`src/rtl/uart_pkg.sv`:
```
// Shared constants for the UART transmit-side byte buffer.
package uart_pkg;

    localparam int unsigned UART_DATA_W      = 8;
    localparam int unsigned UART_TXB_STATE_W = 2;
    localparam int unsigned UART_TXB_CNT_W   = 8;

    localparam logic [UART_TXB_STATE_W-1:0] UART_TXB_IDLE      = 2'd0;
    localparam logic [UART_TXB_STATE_W-1:0] UART_TXB_WAIT_BUSY = 2'd1;
    localparam logic [UART_TXB_STATE_W-1:0] UART_TXB_WAIT_DONE = 2'd2;

endpackage

```
`src/rtl/uart_tx_buffer_if.sv`:
```
// Producer-side valid/ready byte stream plus the UART transmitter strobe port.
interface uart_tx_buffer_if;
    import uart_pkg::*;

    logic [UART_DATA_W-1:0] s_data;
    logic                   s_valid;
    logic                   s_ready;
    logic [UART_DATA_W-1:0] tx_data;
    logic                   tx_new_data;
    logic                   tx_busy;

    // Buffer side: consumes the byte stream, drives the transmitter.
    modport slave (
        input  s_data, s_valid, tx_busy,
        output s_ready, tx_data, tx_new_data
    );

    // Environment side: producer and UART transmitter.
    modport master (
        output s_data, s_valid, tx_busy,
        input  s_ready, tx_data, tx_new_data
    );

endinterface

```
`src/rtl/uart_sync_fifo.sv`:
```
// Single-clock show-ahead FIFO with registered level/full/empty and flush.
module uart_sync_fifo #(
    parameter int unsigned WIDTH      = 8,
    parameter int unsigned DEPTH_LOG2 = 4
) (
    input  logic                  clock,
    input  logic                  reset,
    input  logic                  flush,
    input  logic                  push,
    input  logic                  pop,
    input  logic [WIDTH-1:0]      wr_data,
    output logic [WIDTH-1:0]      rd_data_c,
    output logic [DEPTH_LOG2:0]   level,
    output logic                  empty,
    output logic                  full,
    output logic                  full_next_c
);

    localparam int unsigned DEPTH   = 1 << DEPTH_LOG2;
    localparam int unsigned LEVEL_W = DEPTH_LOG2 + 1;

    logic [WIDTH-1:0]      mem [DEPTH];
    logic [DEPTH_LOG2-1:0] wr_ptr;
    logic [DEPTH_LOG2-1:0] rd_ptr;
    logic                  do_push_c;
    logic                  do_pop_c;
    logic [LEVEL_W-1:0]    level_next_c;

    // Qualify requests and compute next occupancy; flush drops a same-cycle write.
    always_comb begin
        do_push_c    = push && !full && !flush;
        do_pop_c     = pop && !empty;
        level_next_c = level;
        if (flush) begin
            level_next_c = '0;
        end else begin
            case ({do_push_c, do_pop_c})
                2'b10:   level_next_c = level + LEVEL_W'(1);
                2'b01:   level_next_c = level - LEVEL_W'(1);
                default: level_next_c = level;
            endcase
        end
        full_next_c = (level_next_c == LEVEL_W'(DEPTH));
        rd_data_c   = mem[rd_ptr];
    end

    // Pointers and status flags.
    always_ff @(posedge clock) begin
        if (reset) begin
            wr_ptr <= '0;
            rd_ptr <= '0;
            level  <= '0;
            empty  <= 1'b1;
            full   <= 1'b0;
        end else begin
            if (flush) begin
                wr_ptr <= '0;
                rd_ptr <= '0;
            end else begin
                if (do_push_c) wr_ptr <= wr_ptr + DEPTH_LOG2'(1);
                if (do_pop_c)  rd_ptr <= rd_ptr + DEPTH_LOG2'(1);
            end
            level <= level_next_c;
            empty <= (level_next_c == '0);
            full  <= full_next_c;
        end
    end

    // Storage array; contents are don't-care once the pointers are cleared.
    always_ff @(posedge clock) begin
        if (do_push_c) mem[wr_ptr] <= wr_data;
    end

endmodule

```
`src/rtl/uart_tx_buffer.sv`:
```
// Buffers producer bytes and launches them one at a time into the UART transmitter.
module uart_tx_buffer
    import uart_pkg::*;
#(
    parameter int unsigned DEPTH_LOG2   = 4,
    parameter int unsigned BUSY_TIMEOUT = 15
) (
    input  logic                clock,
    input  logic                reset,
    input  logic                flush,
    uart_tx_buffer_if.slave     bus,
    output logic [DEPTH_LOG2:0] level,
    output logic                empty,
    output logic                full,
    output logic                tx_timeout
);

    logic [UART_TXB_STATE_W-1:0] state;
    logic [UART_TXB_STATE_W-1:0] state_next;
    logic [UART_TXB_CNT_W-1:0]   cnt;
    logic [UART_TXB_CNT_W-1:0]   cnt_next;
    logic [UART_DATA_W-1:0]      head_c;
    logic [UART_DATA_W-1:0]      tx_data_next;
    logic                        tx_new_data_next;
    logic                        tx_timeout_next;
    logic                        push_c;
    logic                        pop_c;
    logic                        full_next_c;

    // A byte is accepted only while the registered ready is high.
    always_comb begin
        push_c = bus.s_valid && bus.s_ready;
    end

    uart_sync_fifo #(
        .WIDTH      (UART_DATA_W),
        .DEPTH_LOG2 (DEPTH_LOG2)
    ) u_fifo (
        .clock       (clock),
        .reset       (reset),
        .flush       (flush),
        .push        (push_c),
        .pop         (pop_c),
        .wr_data     (bus.s_data),
        .rd_data_c   (head_c),
        .level       (level),
        .empty       (empty),
        .full        (full),
        .full_next_c (full_next_c)
    );

    // Launch/pacing FSM: strobe a byte, wait for busy to rise, then to fall.
    always_comb begin
        state_next       = state;
        cnt_next         = cnt;
        pop_c            = 1'b0;
        tx_data_next     = bus.tx_data;
        tx_new_data_next = 1'b0;
        tx_timeout_next  = 1'b0;
        case (state)
            UART_TXB_IDLE: begin
                if (!empty && !bus.tx_busy) begin
                    pop_c            = 1'b1;
                    tx_data_next     = head_c;
                    tx_new_data_next = 1'b1;
                    cnt_next         = '0;
                    state_next       = UART_TXB_WAIT_BUSY;
                end
            end
            UART_TXB_WAIT_BUSY: begin
                if (bus.tx_busy) begin
                    state_next = UART_TXB_WAIT_DONE;
                end else if (cnt == UART_TXB_CNT_W'(BUSY_TIMEOUT)) begin
                    // Transmitter never acknowledged; the byte is dropped.
                    tx_timeout_next = 1'b1;
                    state_next      = UART_TXB_IDLE;
                end else begin
                    cnt_next = cnt + UART_TXB_CNT_W'(1);
                end
            end
            UART_TXB_WAIT_DONE: begin
                if (!bus.tx_busy) state_next = UART_TXB_IDLE;
            end
            default: state_next = UART_TXB_IDLE;
        endcase
    end

    // State, timeout counter and registered outputs.
    always_ff @(posedge clock) begin
        if (reset) begin
            state           <= UART_TXB_IDLE;
            cnt             <= '0;
            bus.s_ready     <= 1'b0;
            bus.tx_data     <= '0;
            bus.tx_new_data <= 1'b0;
            tx_timeout      <= 1'b0;
        end else begin
            state           <= state_next;
            cnt             <= cnt_next;
            bus.s_ready     <= !full_next_c;
            bus.tx_data     <= tx_data_next;
            bus.tx_new_data <= tx_new_data_next;
            tx_timeout      <= tx_timeout_next;
        end
    end

endmodule
```
`src/flat_wrapper.sv`:
```
// flat-port wrapper written by rule: the top's interface ports become plain ports
module uart_tx_buffer_flat import uart_pkg::*;
#(
    parameter int unsigned DEPTH_LOG2   = 4,
    parameter int unsigned BUSY_TIMEOUT = 15
)
  (clock, reset, flush, level, empty, full, tx_timeout, bus_s_data, bus_s_valid, bus_tx_busy, bus_s_ready, bus_tx_data, bus_tx_new_data);
  uart_tx_buffer_if bus_i ();
  input  logic clock;
  input  logic reset;
  input  logic flush;
  output logic [DEPTH_LOG2:0] level;
  output logic empty;
  output logic full;
  output logic tx_timeout;
  input wire logic [$bits(bus_i.s_data)-1:0] bus_s_data;
  input wire logic [$bits(bus_i.s_valid)-1:0] bus_s_valid;
  input wire logic [$bits(bus_i.tx_busy)-1:0] bus_tx_busy;
  output wire logic [$bits(bus_i.s_ready)-1:0] bus_s_ready;
  output wire logic [$bits(bus_i.tx_data)-1:0] bus_tx_data;
  output wire logic [$bits(bus_i.tx_new_data)-1:0] bus_tx_new_data;
  assign bus_i.s_data = bus_s_data;
  assign bus_i.s_valid = bus_s_valid;
  assign bus_i.tx_busy = bus_tx_busy;
  assign bus_s_ready = bus_i.s_ready;
  assign bus_tx_data = bus_i.tx_data;
  assign bus_tx_new_data = bus_i.tx_new_data;
  uart_tx_buffer #(.DEPTH_LOG2(DEPTH_LOG2), .BUSY_TIMEOUT(BUSY_TIMEOUT)) u_core (.clock(clock), .reset(reset), .flush(flush), .bus(bus_i), .level(level), .empty(empty), .full(full), .tx_timeout(tx_timeout));
endmodule
```
`config.mk`:
```
export PLATFORM = sky130hd
export DESIGN_NAME = uart_tx_buffer_flat
export DESIGN_NICKNAME = d
export VERILOG_FILES = /design/src/rtl/uart_pkg.sv /design/src/rtl/uart_tx_buffer_if.sv /design/src/rtl/uart_sync_fifo.sv /design/src/rtl/uart_tx_buffer.sv /design/src/flat_wrapper.sv
export SDC_FILE = /design/constraint.sdc
export NUM_CORES = 1
export LEC_CHECK = 0
export ABC_AREA = 1
export ABC_CLOCK_PERIOD_IN_PS = 2320
export BUFFER_PORTS_ARGS = -buffer_cell sky130_fd_sc_hd__buf_2
export CAP_MARGIN = 5
export CORE_ASPECT_RATIO = 1.5
export CORE_MARGIN = 4
export CORE_UTILIZATION = 61
export DETAILED_ROUTE_END_ITERATION = 8
export GPL_TIMING_DRIVEN = 0
export PLACE_DENSITY = 0.9
export SYNTH_ARGS = -nofsm -noshare
export SYNTH_HDL_FRONTEND = slang
export SYNTH_SLANG_ARGS = --single-unit
```
`constraint.sdc`:
```
create_clock -name clock -period 2.32 [get_ports clock]
set_input_delay 0.58 -clock clock [delete_from_list [all_inputs] [get_ports clock]]
set_output_delay 0.58 -clock clock [all_outputs]
set_load 0.03 [all_outputs]
```
* Word level (Yosys, flattened, before mapping)
Memory sizes are Yosys's and may differ from the RTL's. A register that Yosys moved wholly into a read port is not among the register bits.
Index checks and enable logic that the tools add are counted.
** Cells by class
- Add/sub/neg operators :: 5
- Equality and inequality tests :: 11
- Mux-type cells :: 16
- Bitwise gates (word level) :: 1
- Reduce and logical (&&, ||, !) cells :: 18
** Operators with widths (number)
- 2-to-1 mux 8 bit :: 3
- one-hot mux 8 bit (2 select lines) :: 1
- one-hot mux 5 bit (2 select lines) :: 1
- adder 4 x 1 -> 4 bit (second input constant) :: 2
- adder 8 x 1 -> 8 bit (second input constant) :: 1
- equality test 8 x 4 -> 1 bit (second input constant) :: 1
- 2-to-1 mux 2 bit :: 4
- inequality test 2 bit (second input constant) :: 3
- one-hot mux 2 bit (3 select lines) :: 1
- adder 5 x 1 -> 5 bit (second input constant) :: 1
- equality test 5 bit (second input constant) :: 1
- logical AND 1 bit :: 5
- logical NOT 1 bit :: 5
- logical NOT 5 bit :: 1
- 2-to-1 mux 1 bit :: 5
- 2-to-1 mux 5 bit :: 1
- subtractor 5 x 1 -> 5 bit (second input constant) :: 1
- equality test 2 x 1 -> 1 bit (second input constant) :: 2
- equality test 2 bit (second input constant) :: 2
- AND reduction 4 bit :: 1
- inequality test 3 x 2 -> 1 bit (second input constant) :: 1
- AND reduction 3 bit :: 1
- OR reduction 3 bit :: 1
- logical NOT 2 bit :: 1
- other kinds (5) :: 5
** Word-level totals
- Register bits :: 28
- Bits in writable memories :: 128
- Logic and storage cells :: 62
- Memories :: 1
** Memories
- u_core.u_fifo.mem :: depth 16, bits a word 8, rd ports 1, clocked after memory_dff 1, wr ports 1, RTL line uart_sync_fifo.sv:22 : logic [WIDTH-1:0] mem [DEPTH];

* Depth between registers and ports, before layout
Gate-level depths: netlist of run 1.
- Depth after elaboration :: 10
- Mapped depth :: 16

* Modules after synthesis
From an unflattened synthesis of run 1, not the netlist that was laid out.
** Unflattened totals
- Cells, all modules :: 649
- Area, all modules :: 7196.9 um^2
** By module, submodules not included
- uart_sync_fifo :: instances 1, cells each 503, area an instance 6178.4 um^2, sequential area each 4224.1 um^2
- uart_tx_buffer :: instances 1, cells each 146, area an instance 1018.5 um^2, sequential area each 420.4 um^2

* Worst setup path after synthesis of run 1
Ideal clock, no wire load.
- Kind :: input-to-reg
- Start :: input bus_tx_busy
- End :: register u_core.bus.s_ready
- Library setup time :: 0.128 ns
- Arrival :: 2.038 ns
- Data required time :: 2.192 ns
- Setup slack :: 0.155 ns
- Stages :: 16
- Path buffers :: 0
- Cell sequence :: inv_2 -> nand2_2 -> nor2_8 -> nand2_4 -> nand2_1 -> nand2_2 -> ha_1 -> a21oi_1 -> nand3b_1 -> nand2_1 -> nand2_1 -> nand2_1 -> nand2_1 -> nand3_2 -> nor2_1 -> nor2_1
** Between the ends
- Cells in the longest elaborated chain, start to end :: 10
- Elaborated cells between the ends (all ways) :: 11
- Those cells by class :: eq/ne (3); mux (4); reduce/logical (4)
** RTL lines
- from (decl) :: RTL line flat_wrapper.sv:18 : input wire logic [$bits(bus_i.tx_busy)-1:0] bus_tx_busy;
- logical NOT 1 bit * :: RTL line uart_tx_buffer.sv:62 : if (!empty && !bus.tx_busy) begin
- logical AND 1 bit * :: RTL line uart_tx_buffer.sv:62
- 2-to-1 mux 1 bit * :: RTL line uart_tx_buffer.sv:62
- 2-to-1 mux 1 bit * :: RTL line uart_tx_buffer.sv:60 : case (state)
- logical AND 1 bit * :: RTL line uart_sync_fifo.sv:32 : do_pop_c = pop && !empty;
- equality test 2 x 1 -> 1 bit / equality test 2 bit (equally long branches) :: RTL line uart_sync_fifo.sv:37 : case ({do_push_c, do_pop_c})
- one-hot mux 5 bit (2 select lines) * :: RTL line uart_sync_fifo.sv:37
- 2-to-1 mux 5 bit * :: RTL line uart_sync_fifo.sv:34 : if (flush) begin
- equality test 5 bit * :: RTL line uart_sync_fifo.sv:43 : full_next_c = (level_next_c == LEVEL_W'(DEPTH));
- logical NOT 1 bit * :: RTL line uart_tx_buffer.sv:100 : bus.s_ready <= !full_next_c;
- to (signal assigned) :: RTL line uart_tx_buffer.sv:100
- to (decl) :: RTL line uart_tx_buffer_if.sv:15 : output s_ready, tx_data, tx_new_data
Mark *: on every way between the ends. The rest lies on a longest branch, timed or not.
A chain may end at the register's enable or synchronous reset.

==> flow_metrics.tcl, run 1 <==
set metrics [dict create \
    nNetsFinal 675 \
    clock_latency_ns 0.43 \
    slowest_delay_ns 0.52 \
    vias_per_cell 5.957 \
    net-switching-power_mw 1.558 \
    cts.htree.levels 4 \
    hold_path_class "in2reg" \
    grt_usage 0.2802 \
    power_frac_clock 0.444 \
    power_frac_comb 0.084 \
    outcome "completed" \
    portBuffers 30 \
    top_layer "met4" \
    drv_cap 0 \
    ys_warn_count 0 \
    wl_per_cell_um 21.15 \
    rsz0062_at_grt "false" \
    synth_area_mm2 0.006883 \
    wl_met2_um 8890 \
    layout-drive-gt1-share 0.1424 \
    gr-total-overflow 0 \
    switching_share 0.2277 \
    synthXorXnorAreaFrac 0.003636 \
    worstSetupEndpointType "register" \
    io_pins 31 \
    multi_input_area_mm2 0.001956 \
    fin_ws_ns 0.04500 \
    synth_seq_area_share 0.6632 \
    synth_edf_count 128 \
    synthSimpleGateAreaFrac 0.1091 \
    yosysTopAreaCell "edfxtp_1" \
    ys_ff_latch 164 \
    yosysMostFrequentCell "edfxtp_1" \
    synth_area_per_cell_um2 11.41 \
    relSlewSlack 0.3644 \
    cts_hold_buf 0 \
    nFillCells 780 \
    die-area_mm2 0.01308 \
    hp-start "bus_tx_busy" \
    wl_met3_um 1217 \
    crit_chain "buf_2 -> inv_1 -> clkbuf_1 -> o21ai_0 -> o21ai_0 -> o22ai_1 -> nand2_1 -> nand2_1" \
    hold_viol 0 \
    start_util 0.6226 \
    synthMuxAreaShare 0.04654 \
    clock.fmax_ghz 0.4396 \
    drt-total-wl_um 17220 \
    rows 47 \
    numCtsBuffers 17 \
    crit_path_start "u_core.u_fifo.rd_ptr[1]$_SDFFE_PP0P_" \
    worstMarginPinSlew_ns 0.9500 \
    place_hpwl_um 11580 \
    grt_max_degree 17 \
    final_util 0.7123 \
    ir_drop_mv 0.5892 \
    yosys-top-cells-count "edfxtp_1 (128), o21ai_0 (69), nand2_1 (67)" \
    maxSlewViolCount 0 \
    die_h_um 138.1 \
    antenna_cells 0 \
    layout-area-overhead-vs-synth_pct 14.42 \
    route.antenna.remaining_nets 0 \
    reg2reg_from "u_core.u_fifo.rd_ptr[1]$_SDFFE_PP0P_" \
    synth_cell_types 36 \
    clk_pin_slew_ns 0.06 \
    die_w_um 94.73 \
    ys_top_cells_by_area "edfxtp_1 (56%), dfxtp_1 (10%), o21ai_0 (5.0%), mux2i_1 (4.7%), nand2_1 (3.7%)" \
    path_class "reg2reg" \
    crit_family "buffers and inverters" \
    fin_cells 814 \
    internal_power_mw 5.282 \
    num_vias 4849 \
    syn-num-nets 624 \
    crit_slowest_cell "clkbuf_1" \
    grt_pass1_vias 4874 \
    startpoint_type "register" \
    cts_sinks 164 \
    synthCells 603 \
    grt_pass1_wl_um 26800 \
    post-place-ws_ns -0.2211 \
    seq_power_share 0.472 \
    synthAdderAreaFrac 0.01454 \
    cts_tree "yes" \
    setup_viol 0 \
    synth_compound_area_frac 0.1098 \
    regArea_mm2 0.004564 \
    dr.pass1.iters 5 \
    arrival_ns 2.59 \
    cp_max_fo 10 \
    power.density_mw_per_mm2 868.6 \
    path_buf_inv 3 \
    period_share 0.9806 \
    drtIter0Drc 590 \
    synth_top_family_by_area "compound AO/OA/AOI/OAI gates" \
    required_ns 2.64 \
    dp_cells 780 \
    fp.coreArea_mm2 0.01106 \
    netlist.area_leader.share 0.5584 \
    wl_met1_um 6279 \
    cts.root.buffer_cell "clkbuf_16" \
    min_period_ns 2.275 \
    antenna_found_initial 0 \
    synthArstFlopShare 0 \
    p_leak_nw 2.887 \
    synth-main-ff-cell "edfxtp_1" \
    skew_ns 0.01031 \
    gp_congestion 0.8940 \
    cts.path.max_buffers 2 \
    drcViolationCount 0 \
]
layer usage:
layer,GRT usage,vias to the layer above
met4,0.1483,0
met1,0.3300,2326
met2,0.4665,263
met3,0.06848,58
li1,-,2202
met5,0,-
worst reg2reg max path, stage by stage (launching register included):
cell	delay (ns)
dfxtp_1	0.32
buf_2	0.18
inv_1	0.26
clkbuf_1	0.52
o21ai_0	0.30
o21ai_0	0.29
o22ai_1	0.16
nand2_1	0.08
nand2_1	0.05
final cells by class:
type / count / area share
clock inverters: 13 / 0.02622
well taps: 147 / 0.02336
flip-flops and latches: 164 / 0.5796
clock buffers: 19 / 0.05497
multi-input cells: 348 / 0.2483
inverters: 67 / 0.03194
plain buffers: 24 / 0.01462
repair buffers: 32 / 0.02097
kinds of logic after synthesis:
family,count (synthesis)
xor gates and xnor gates,2
AOI/OAI and AO/OA,144
buffers and inverters,91
and+or+nand+nor,162
adders and majority gates,8
DFF,164
muxes,32
per-stage QoR:
stage,hold slack (ns),instance area (µm²),total power [mW],TNS (ns)
global placement,0.4350,7217,3.820,-0.4175
finish,0.3499,7875,6.840,0
detailed placement,0.4386,7217,3.839,-1.599
CTS,0.3435,7856,6.821,0
floorplan,0.4344,6883,3.652,0
global route,0.3688,7875,7.043,0
power groups by stage:
stage / registers [mW] / clock network (mW) / logic, mW
6_report: 3.23 / 3.04 / 0.572
5_1_grt: 3.23 / 3.19 / 0.626
4_1_cts: 3.23 / 3.04 / 0.555
3_5_place_dp: 3.29 / 0 / 0.549
3_3_place_gp: 3.29 / 0 / 0.531
2_1_floorplan: 3.34 / 0 / 0.313
placed cells by master (no fill, tap or decap), types with 9 or more instances in the layout:
cell,n
edfxtp_1,128
o21ai_1,17
buf_2,35
nand2_1,67
nor2_1,53
o21ai_0,68
mux2i_1,32
clkbuf_1,18
dfxtp_1,36
a21oi_1,41
nand2_2,9
nand3_1,11
inv_1,63
clkbuf_16,17
what timing repair did:
item,CTS,global route
endpoints found under the setup margin,0,3
setup buffers,0,2
resized for setup,0,2
sequential cells by signal (all words and copies together) (netlist names):
| name | flops |
|---|---|
| u_core.u_fifo.mem | 128 |
| u_core.u_fifo.wr_ptr | 4 |
| u_core.u_fifo.level | 5 |
| u_core.bus.tx_new_data | 1 |
| u_core.bus.s_ready | 1 |
| u_core.u_fifo.empty | 1 |
| u_core.bus.tx_data | 8 |
| u_core.state | 2 |
| u_core.u_fifo.full | 1 |
| u_core.tx_timeout | 1 |
| u_core.cnt | 8 |
| u_core.u_fifo.rd_ptr | 4 |
path summary, 6_finish.rpt:
| check | slack [ns] | end | cells after the start |
|---|---|---|---|
| min reg2reg | 0.45 | u_core.bus.tx_data[4]$_SDFFE_PP0N_ | 2 |
| max reg2reg | 0.04 | u_core.bus.tx_data[4]$_SDFFE_PP0N_ | 8 |
| min | 0.35 | u_core.tx_timeout$_SDFF_PP0_ | 2 |
| max | 0.04 | u_core.bus.tx_data[4]$_SDFFE_PP0N_ | 8 |
Power figures use the tool's default switching activity.
==> inputs of run 2 (changes only) <==
--- a/config.mk
+++ b/config.mk
@@ -10,5 +10,5 @@
 export BUFFER_PORTS_ARGS = -buffer_cell sky130_fd_sc_hd__buf_2
 export CAP_MARGIN = 5
-export CORE_ASPECT_RATIO = 1.5
+export CORE_ASPECT_RATIO = 2
 export CORE_MARGIN = 4
 export CORE_UTILIZATION = 61
==> constraint.sdc (replaced) <==
create_clock -name clock -period 2.32 [get_ports clock]
set_input_delay 0.348 -clock clock [delete_from_list [all_inputs] [get_ports clock]]
set_output_delay 0.348 -clock clock [all_outputs]
set_load 0.03 [all_outputs]
==> run 2 against run 1 <==
Sequential power hardly changed. First-iteration DRC count is 5.8% lower. Count of clock-buffer cells in the layout rose by 1. Clock power down 16%. Largest cell class unchanged. Largest power group unchanged.
==> flow_metrics.tcl, run 2 (synthesis results as in run 1) <==
set metrics [dict create \
    outcome "completed" \
    worstMarginPinSlew_ns 1.022 \
    min_period_ns 2.234 \
    drt-total-wl_um 16810 \
    dpl_cell_area_mm2 0.007208 \
    hold_path_class "in2reg" \
    period_share 0.9630 \
    cts_tree "yes" \
    rsz0062_at_grt "false" \
    p_leak_nw 2.829 \
    grt_pass1_wl_um 25630 \
    setup_viol 0 \
    power.density_mw_per_mm2 818.3 \
    drv_cap 0 \
    wl_per_cell_um 20.88 \
    dr.pass1.iters 6 \
    final_area_mm2 0.007754 \
    cp_max_fo 10 \
    largest_reg_flops 128 \
    tns_ns 0 \
    die-area_mm2 0.01315 \
    die_h_um 158.2 \
    grt_usage 0.2676 \
    startpoint_type "register" \
    worstSetupEndpointType "register" \
    die_w_um 83.11 \
    drtIter0Drc 556 \
    skew_ns 0.007493 \
    fp.coreArea_mm2 0.01095 \
    portBuffers 30 \
    nNetsFinal 673 \
    cts_sinks 164 \
    gp_congestion 0.9693 \
    start_util 0.6288 \
    clk_pin_slew_ns 0.06 \
    required_ns 2.65 \
    antenna_found_initial 0 \
    drcViolationCount 0 \
    ir_drop_mv 0.6885 \
    crit_chain "buf_2 -> inv_1 -> clkbuf_1 -> o21ai_0 -> o21ai_0 -> o22ai_1 -> nand2_1 -> nand2_1" \
    maxSlewViolCount 0 \
    final_cell_mix "edfxtp_1 (128), o21ai_0 (69), nand2_1 (67)" \
    clock_latency_ns 0.44 \
    place_hpwl_um 11570 \
    rows 54 \
    antenna_cells 0 \
    cts.root.buffer_cell "clkbuf_16" \
    path_buf_inv 3 \
    crit_slowest_cell "clkbuf_1" \
    layout-drive-gt1-share 0.1429 \
    grt_pass1_vias 4877 \
    nFillCells 766 \
    arrival_ns 2.56 \
    cts_setup_buffers 0 \
    clock.fmax_ghz 0.4476 \
    numCtsBuffers 17 \
    relSlewSlack 0.3162 \
    cts.htree.levels 4 \
    num_vias 4810 \
    cts.path.max_buffers 2 \
    layout-area-overhead-vs-synth_pct 12.65 \
    top_regs "u_core.u_fifo.mem: 128 flops, u_core.bus.tx_data: 8 flops, u_core.cnt: 8 flops" \
    gr-total-overflow 0 \
    path_class "reg2reg" \
    io_pins 31 \
    hold_viol 0 \
    route.antenna.remaining_nets 0 \
    grt_max_degree 17 \
    fin_ws_ns 0.08577 \
    power_mw 6.344 \
    crit_family "buffers and inverters" \
    slowest_delay_ns 0.44 \
    post-place-ws_ns -0.02481 \
    top_register "u_core.u_fifo.mem" \
    final_common_cell "edfxtp_1" \
    vias_per_cell 5.975 \
]
-- run 2: cell count changes in the layout (fill, tap and decap cells not counted), sizes merged --
cell | previous run | this run
bufinv | 5 | 0
buf | 40 | 38
clkbuf | 35 | 36
clkinv | 6 | 7
clkinvlp | 1 | 4
-- run 2: area by class of cell --
class	count	area, µm²	share of cell area
timing repair buffer	30	150.1	0.01936
inverter	67	251.5	0.03244
buffer	24	116.4	0.01501
tap	140	175.2	0.02259
multi-input combinational	348	1956	0.2522
sequential	164	4564	0.5887
clock inverter	12	83.83	0.01081
clock buffer	20	456.7	0.05890
-- run 2: path summary, 6_finish.rpt --
kind                                         from                                 end  slack [ns]  cells after the start
min reg2reg    u_core.bus.tx_data[7]$_SDFFE_PP0N_  u_core.bus.tx_data[7]$_SDFFE_PP0N_        0.45                      2
min                                   bus_tx_busy        u_core.tx_timeout$_SDFF_PP0_        0.11                      2
max          u_core.u_fifo.rd_ptr[1]$_SDFFE_PP0P_  u_core.bus.tx_data[7]$_SDFFE_PP0N_        0.09                      8
max reg2reg  u_core.u_fifo.rd_ptr[1]$_SDFFE_PP0P_  u_core.bus.tx_data[7]$_SDFFE_PP0N_        0.09                      8
-- run 2: where the power goes --
part	switching (mW)	internal, mW	total (mW)
Sequential	0.0259	3.20	3.23
Clock	1.14	1.42	2.55
Combinational	0.398	0.163	0.561
Total	1.56	4.78	6.34
-- run 2: worst reg2reg max path, stage by stage (launching register included) --
cell	delay, ns
dfxtp_1	0.31
buf_2	0.17
inv_1	0.23
clkbuf_1	0.44
o21ai_0	0.27
o21ai_0	0.41
o22ai_1	0.15
nand2_1	0.10
nand2_1	0.05
-- run 2: per-stage QoR --
stage	cells	hold slack [ns]	util
floorplan	603	0.4260	-
global placement	773	0.4367	0.6586
detailed placement	773	0.4357	0.6586
CTS	805	0.09897	0.7079
global route	805	0.1158	0.7084
finish	805	0.1133	0.7084
-- run 2: metal layers --
layer,up-vias,wire length (µm),GRT usage
met3,86,1062,0.06510
li1,2203,-,-
met4,0,1419,0.2128
met2,259,8933,0.4874
met5,-,0,0
met1,2262,5393,0.2519
-- run 2: what timing repair did --
item / 4_1_cts / 5_1_grt
resized for setup: 0 / 3
setup endpoints to repair: 0 / 7
hold buffers: 0 / 0
